===== src/rtl/box_collect.sv =====
// Per-label bounding-box accumulator for one frame.
// At frame end the box table is dumped to the overlay drawer.
module box_collect #(
  parameter int SIZE = 20,
  parameter int CW   = 10
) (
  input  logic            clk,
  input  logic            reset,
  input  logic            new_pix,
  input  logic [CW-1:0]   x,
  input  logic [CW-1:0]   y,
  input  logic            obj,
  input  logic [7:0]      label,
  input  logic            frame_end,
  output logic            bl_en,
  output logic [7:0]      bl_addr,
  output logic [4*CW-1:0] xy,
  output logic [7:0]      bl_cnt,
  output logic            busy,
  output logic            ovf
);

  localparam int N = SIZE + 1;
  localparam logic [7:0] LAST = 8'(SIZE);

  localparam logic [0:0] S_COLLECT = 1'b0;
  localparam logic [0:0] S_DUMP    = 1'b1;

  logic [0:0]    state;
  logic [N-1:0]  vld, vld_n;
  logic [CW-1:0] x0 [N];
  logic [CW-1:0] y0 [N];
  logic [CW-1:0] xn [N];
  logic [CW-1:0] yn [N];
  logic [CW-1:0] x0_n [N];
  logic [CW-1:0] y0_n [N];
  logic [CW-1:0] xn_n [N];
  logic [CW-1:0] yn_n [N];
  logic [7:0]    cnt, cnt_n;
  logic [7:0]    addr, addr_n;
  logic          ovf_acc;
  logic          hit;
  logic          drop;
  logic [8:0]    lbl_p1;
  logic [4*CW-1:0] rd_xy;

  assign busy   = state;
  assign hit    = (state == S_COLLECT) && new_pix && obj && (label <= LAST);
  assign drop   = (state == S_COLLECT) && new_pix && obj && (label > LAST);
  assign lbl_p1 = {1'b0, label} + 9'd1;
  assign addr_n = (state == S_COLLECT) ? 8'd0 : addr + 8'd1;
  assign cnt_n  = (hit && (lbl_p1 > {1'b0, cnt})) ? lbl_p1[7:0] : cnt;

  // Next-state table with the current pixel merged in; the dump read
  // uses it so a pixel arriving with frame_end is already visible.
  always_comb begin
    vld_n = vld;
    rd_xy = '0;
    for (int i = 0; i < N; i++) begin
      x0_n[i] = x0[i];
      y0_n[i] = y0[i];
      xn_n[i] = xn[i];
      yn_n[i] = yn[i];
      if (hit && (label == 8'(i))) begin
        vld_n[i] = 1'b1;
        if (!vld[i]) begin
          x0_n[i] = x;
          xn_n[i] = x;
          y0_n[i] = y;
          yn_n[i] = y;
        end else begin
          if (x < x0[i]) x0_n[i] = x;
          if (x > xn[i]) xn_n[i] = x;
          if (y < y0[i]) y0_n[i] = y;
          if (y > yn[i]) yn_n[i] = y;
        end
      end
    end
    for (int i = 0; i < N; i++) begin
      if ((addr_n == 8'(i)) && vld_n[i])
        rd_xy = {yn_n[i], xn_n[i], y0_n[i], x0_n[i]};
    end
  end

  always_ff @(posedge clk) begin
    x0 <= x0_n;
    y0 <= y0_n;
    xn <= xn_n;
    yn <= yn_n;
  end

  always_ff @(posedge clk or posedge reset) begin
    if (reset) begin
      state   <= S_COLLECT;
      vld     <= '0;
      cnt     <= 8'd0;
      ovf_acc <= 1'b0;
      addr    <= 8'd0;
      bl_en   <= 1'b0;
      bl_addr <= 8'd0;
      xy      <= '0;
      bl_cnt  <= 8'd0;
      ovf     <= 1'b0;
    end else begin
      case (state)
        S_COLLECT: begin
          vld <= vld_n;
          cnt <= cnt_n;
          if (drop) ovf_acc <= 1'b1;
          if (frame_end) begin
            state   <= S_DUMP;
            addr    <= 8'd0;
            bl_en   <= 1'b1;
            bl_addr <= 8'd0;
            xy      <= rd_xy;
          end
        end
        default: begin
          if (addr == LAST) begin
            state   <= S_COLLECT;
            bl_en   <= 1'b0;
            bl_cnt  <= cnt;
            ovf     <= ovf_acc;
            vld     <= '0;
            cnt     <= 8'd0;
            ovf_acc <= 1'b0;
          end else begin
            addr    <= addr_n;
            bl_addr <= addr_n;
            xy      <= rd_xy;
          end
        end
      endcase
    end
  end

endmodule


===== config.mk =====
export PLATFORM = sky130hd
export DESIGN_NAME = box_collect
export DESIGN_NICKNAME = d
export VERILOG_FILES = /design/src/rtl/box_collect.sv
export SDC_FILE = /design/constraint.sdc
export NUM_CORES = 2
export LEC_CHECK = 0
export ABC_CLOCK_PERIOD_IN_PS = 9000
export CAP_MARGIN = 15
export CORE_ASPECT_RATIO = 1.25
export CORE_MARGIN = 2
export CORE_UTILIZATION = 60
export CTS_CLUSTER_SIZE = 16
export DETAILED_ROUTE_END_ITERATION = 8
export GPL_ROUTABILITY_DRIVEN = 0
export PLACE_DENSITY = 0.86
export SETUP_SLACK_MARGIN = 0.4
export SKIP_LAST_GASP = 1
export SLEW_MARGIN = 10
export SYNTH_ARGS = -nofsm -noshare
export SYNTH_HDL_FRONTEND = slang
export SYNTH_SLANG_ARGS = --single-unit

===== constraint.sdc =====
create_clock -name clk -period 9 [get_ports clk]
set_input_delay 2.25 -clock clk [delete_from_list [all_inputs] [get_ports clk]]
set_output_delay 2.25 -clock clk [all_outputs]
set_load 0.1 [all_outputs]

* After elaboration in Yosys (flattened, before gate mapping) *
Index checks and enable logic that the tools add are counted.

storage, ports and cells
  bits of input ports = 33
  output and inout port bits = 59
  register bits after elaboration = 929

operators by class
  bitwise logic cells = 1
  $add $sub $neg = 2
  $lt $le $gt $ge = 87
  multiplexer cells = 314
  reduce and logical (&&, ||, !) cells = 57
  eq/ne operators = 43

operators with widths
  cell                                                             count
  two-way mux 10 bit                                               252
  two-way mux 40 bit                                               24
  greater-than comparator 10 bit                                   42
  < comparator 10 bit                                              42
  == test 8 x 4 -> 1 bit (second input constant)                   16
  == test 8 x 5 -> 1 bit (second input constant)                   11
  == test 8 x 3 -> 1 bit (second input constant)                   8
  two-way mux 8 bit                                                7
  logical AND 1 bit                                                47
  two-way mux 21 bit                                               2
  == test 8 x 2 -> 1 bit (second input constant)                   4
  two-way mux 1 bit                                                29
  == test 8 x 1 -> 1 bit (second input constant)                   2
  zero test 8 bit                                                  2
  AND reduction 2 bit                                              5
  adder 8 x 1 -> 9 bit (second input constant)                     1
  greater-than comparator 9 x 8 -> 1 bit                           1
  adder 8 x 1 -> 8 bit (second input constant)                     1
  greater-than comparator 8 x 5 -> 1 bit (second input constant)   1
  less-or-equal comparator 8 x 5 -> 1 bit (second input constant)  1
  nonzero test 2 bit                                               3
  inequality test 2 x 1 -> 1 bit (second input constant)           1
  inequality test 2 bit (second input constant)                    1
  inverter 1 bit                                                   1

* Logic depth before layout (Yosys ltp) *
  depth in word-level cells = 30
  gate-level depth with buffers = 15
  depth with buffers taken out = 13

* Worst setup path before layout *
OpenSTA, ideal clock, no wires.

  path type = input -> register
  start point = input port y[0]
  end point = register xy[30]
  cell stages on the path = 15
  buffers on the path = 3
  setup slack = 3.231 ns
  data required time = 8.877 ns
  data arrival time = 5.646 ns
  cells stage by stage = clkbuf_1 -> inv_1 -> clkbuf_1 -> ha_1 -> nor2b_1 -> o211ai_1 -> a21oi_1 -> o41ai_1 -> clkbuf_1 -> mux2_2 -> a22oi_1 -> nand3_1 -> a2111o_1 -> a31oi_1 -> o2bb2ai_1

RTL lines
  item                  line  source
  start, declared       11    input logic [CW-1:0] y,
  end signal, assigned  115   xy <= rd_xy;
  end signal, assigned  130   xy <= rd_xy;
  end, declared         17    output logic [4*CW-1:0] xy,

==> results.cfg <==
[layout]
layout_common_cells = inv_1 (846), dfxtp_1 (840), ha_1 (812)
regArea_mm2 = 0.0190
drive_gt1_share_pct = 13.3
final_common_cell = inv_1
final_nets = 7240
final.fill_count = 6945
stdcell_area_mm2 = 0.0636
multi_input_area_mm2 = 0.0344
areaGrowthSynthToFinish_pct = 10.3

[timing]
slew_headroom_pct = 5.25
tightest_slew_ns = 1.41
fin_ws_ns = 1.73
finalSetupTns_ns = 0
fin_skew_ns = 0.0353
min_period_over_period_pct = 80.8
drv_slew = 0
layout_min_cycle_time_ns = 7.27
hold_viol = 0
fmax_mhz = 138
setup_viol = 0
rsz0062_at_grt = no
timing.hold.ws_ns = 0.444

[logic_synthesis]
ys_seq_area_share_pct = 33.0
synth-xor-area-share_pct = 0.152
synth.distinct_cells = 101
syn_nets = 7217
synth_simple_gate_area_share_pct = 11.7
synth-adder-area-share_pct = 17.6
synth.top_cell.area_share_pct = 29.2
syn_area_per_cell_um2 = 9.04
synth-main-ff-cell = dfxtp_1
ys_ff_latch = 929
synth_top_family_by_area = compound AO/OA/AOI/OAI gates
synth-async-reset-ratio_pct = 9.58
synth_area_mm2 = 0.0576
synthesis.instances = 6372
yosysTopAreaCell = dfxtp_1
synth_compound_area_share_pct = 18.1
synthMuxAreaShare_pct = 11.8
ys.warnings.count = 0
synth-edff-count = 0
yosys-top-cells-area = dfxtp_1 (29%), ha_1 (18%), mux2_2 (8.5%)

[clock_tree]
cts-buffers-inserted = 95
ctsHoldBuffers = 0
clockBufferDepth = 3
insertion_delay_ns = 0.72
cts_sinks = 929
clkTransAtPathRegs_ns = 0.06
cts_setup_buffers = 0
cts_resized = 0
cts_tree = yes
cts-root-buf = clkbuf_16
h-tree-depth = 3

[die]
die_area_mm2 = 0.0986
die_h_um = 351
fp.coreArea_mm2 = 0.0955
chipWidth_um = 281
core.rowCount = 127
num_io_pins = 92
start_util_pct = 60.3

[min_path]
hold_class = reg2reg
min_from = yn[175]
min_path_cells = 2

[placed_design]
hpwl_um = 142000
place_area_mm2 = 0.0600
pre_cts_ws_ns = 1.82
io_buffer_count = 91

[pwr]
leakage_nw = 29.4
power_mw = 11.1
power.density_mw_per_mm2 = 175
peakVddDrop_mv = 0.412

[detailed_routing]
drt_first_pass_iters = 9
viasPerCell = 6.82
drc_errors = 10
drt_iter0_markers = 6748
drtAntennaViolNets = 0
vias = 53000
wire_per_inst_um = 26.4
finalWirelength_um = 205000

[critical_path]
critPathMaxStageDelay_ns = 1.05
cp.depth = 12
worstPathCellList = clkdlybuf4s50_1 -> inv_1 -> ha_1 -> nor2b_1 -> nand3_1 -> a311oi_2 -> mux2_2 -> a22oi_1 -> nand3_1 -> a221o_1 -> a21oi_1 -> o22ai_1
crit_required_ns = 9.50
cpMostUsedCell = nand3_1
slowest_stage = a21oi_1
endpoint_kind = flip-flop
path_max_fanout = 10
cp-start-kind = input pin
path_buf_inv = 2
crit_arrival_ns = 7.77
rr_worst_depth = 13
regToRegStartpoint = addr[0]
crit_family = compound AO/OA/AOI/OAI gates
cp-startpoint = label[0]
critical_path_class = in2reg

[status]
violations = design-rule violations
outcome = finished with violations

[grt]
grt_pass1_wl_um = 306000
grt_usage_pct = 40.9
grt_max_degree = 61
grt_overflow_total = 0
antenna_found_initial = 13
grt_pass1_vias = 52500

[job]
maxCapViolations = 0
[tightest hold or removal path: stages, from the launching register on]
cell and delay [ns]:
dfxtp_1 0.31, nand2_1 0.05, nand2_1 0.04
[metal layers]
layer,GRT usage (%),vias to the layer above,share of wire [%]
met5,0.0986,-,0.069
met3,15.2,1381,13
met2,61.5,3711,42
li1,-,23000,-
met1,44.5,24900,33
met4,38.0,22,11
[kinds of logic after synthesis]
family,Yosys count
compound gates,1521
xor+xnor,10
fa+ha+maj,812
buf+inv,1146
flops,929
mux,625
simple gates,1329
[synth_stat cells, drive strengths merged, types with 11 or more instances]
cell / count
or4: 12
a211oi: 57
a211o: 15
and2: 24
or3: 19
a22o: 11
o31ai: 20
o22ai: 59
clkbuf: 230
o21bai: 18
mux2i: 190
a31oi: 46
o311ai: 16
o21a: 57
o221ai: 43
o2111ai: 41
a21oi: 224
dfxtp: 840
nand2b: 69
a221oi: 42
nor2: 197
buf: 63
nor3: 68
inv: 847
nor4: 24
and3: 23
and4: 34
nand3: 150
a2111oi: 43
o21ai: 414
nand4b: 12
a22oi: 59
nand4: 112
o211ai: 48
nand2: 463
dfrtp: 89
a311o: 19
a222oi: 13
nor2b: 63
mux2: 435
nand3b: 28
a21o: 135
or2: 18
ha: 812
a221o: 38
[layout make-up]
class | instances | area share, %
Multi-Input combinational cell | 4297 | 54.1
Sequential cell | 929 | 30.0
Inverter | 853 | 5.04
Clock buffer | 132 | 4.42
Timing Repair Buffer | 219 | 2.86
Tap cell | 1290 | 2.54
Clock inverter | 47 | 1.05
Antenna cell | 4 | 0.0157
[report_power, final]
part           internal, mW  switching (mW)
clock network          2.60            1.84
logic                 0.594            1.72
registers              4.21           0.185
total                  7.40            3.74
[final timing paths]
path	end	slack (ns)
hold reg to reg	yn[175]	0.44
hold / removal	yn[175]	0.44
max in group asynchronous	bl_cnt[0]	5.75
min in group asynchronous	xy[21]	1.95
setup / recovery	xy[8]	1.73
setup reg to reg	xy[18]	3.18
[stage by stage]
| stage | instances | util (%) |
|---|---|---|
| final | 7771 | 66.5 |
| after detailed placement | 7580 | 62.8 |
| after floorplan | 6372 | - |
| after global routing | 7767 | 66.5 |
| after global placement | 7580 | 62.8 |
| after CTS | 7759 | 66.4 |
[sequential cells by signal, indices dropped and copies added (netlist names), 8 cells and up]
name	count
x0	210
xn	210
y0	210
yn	210
xy	40
vld	21
addr	8
bl_cnt	8
cnt	8
Note: power is estimated with default switching activity, not from simulation.
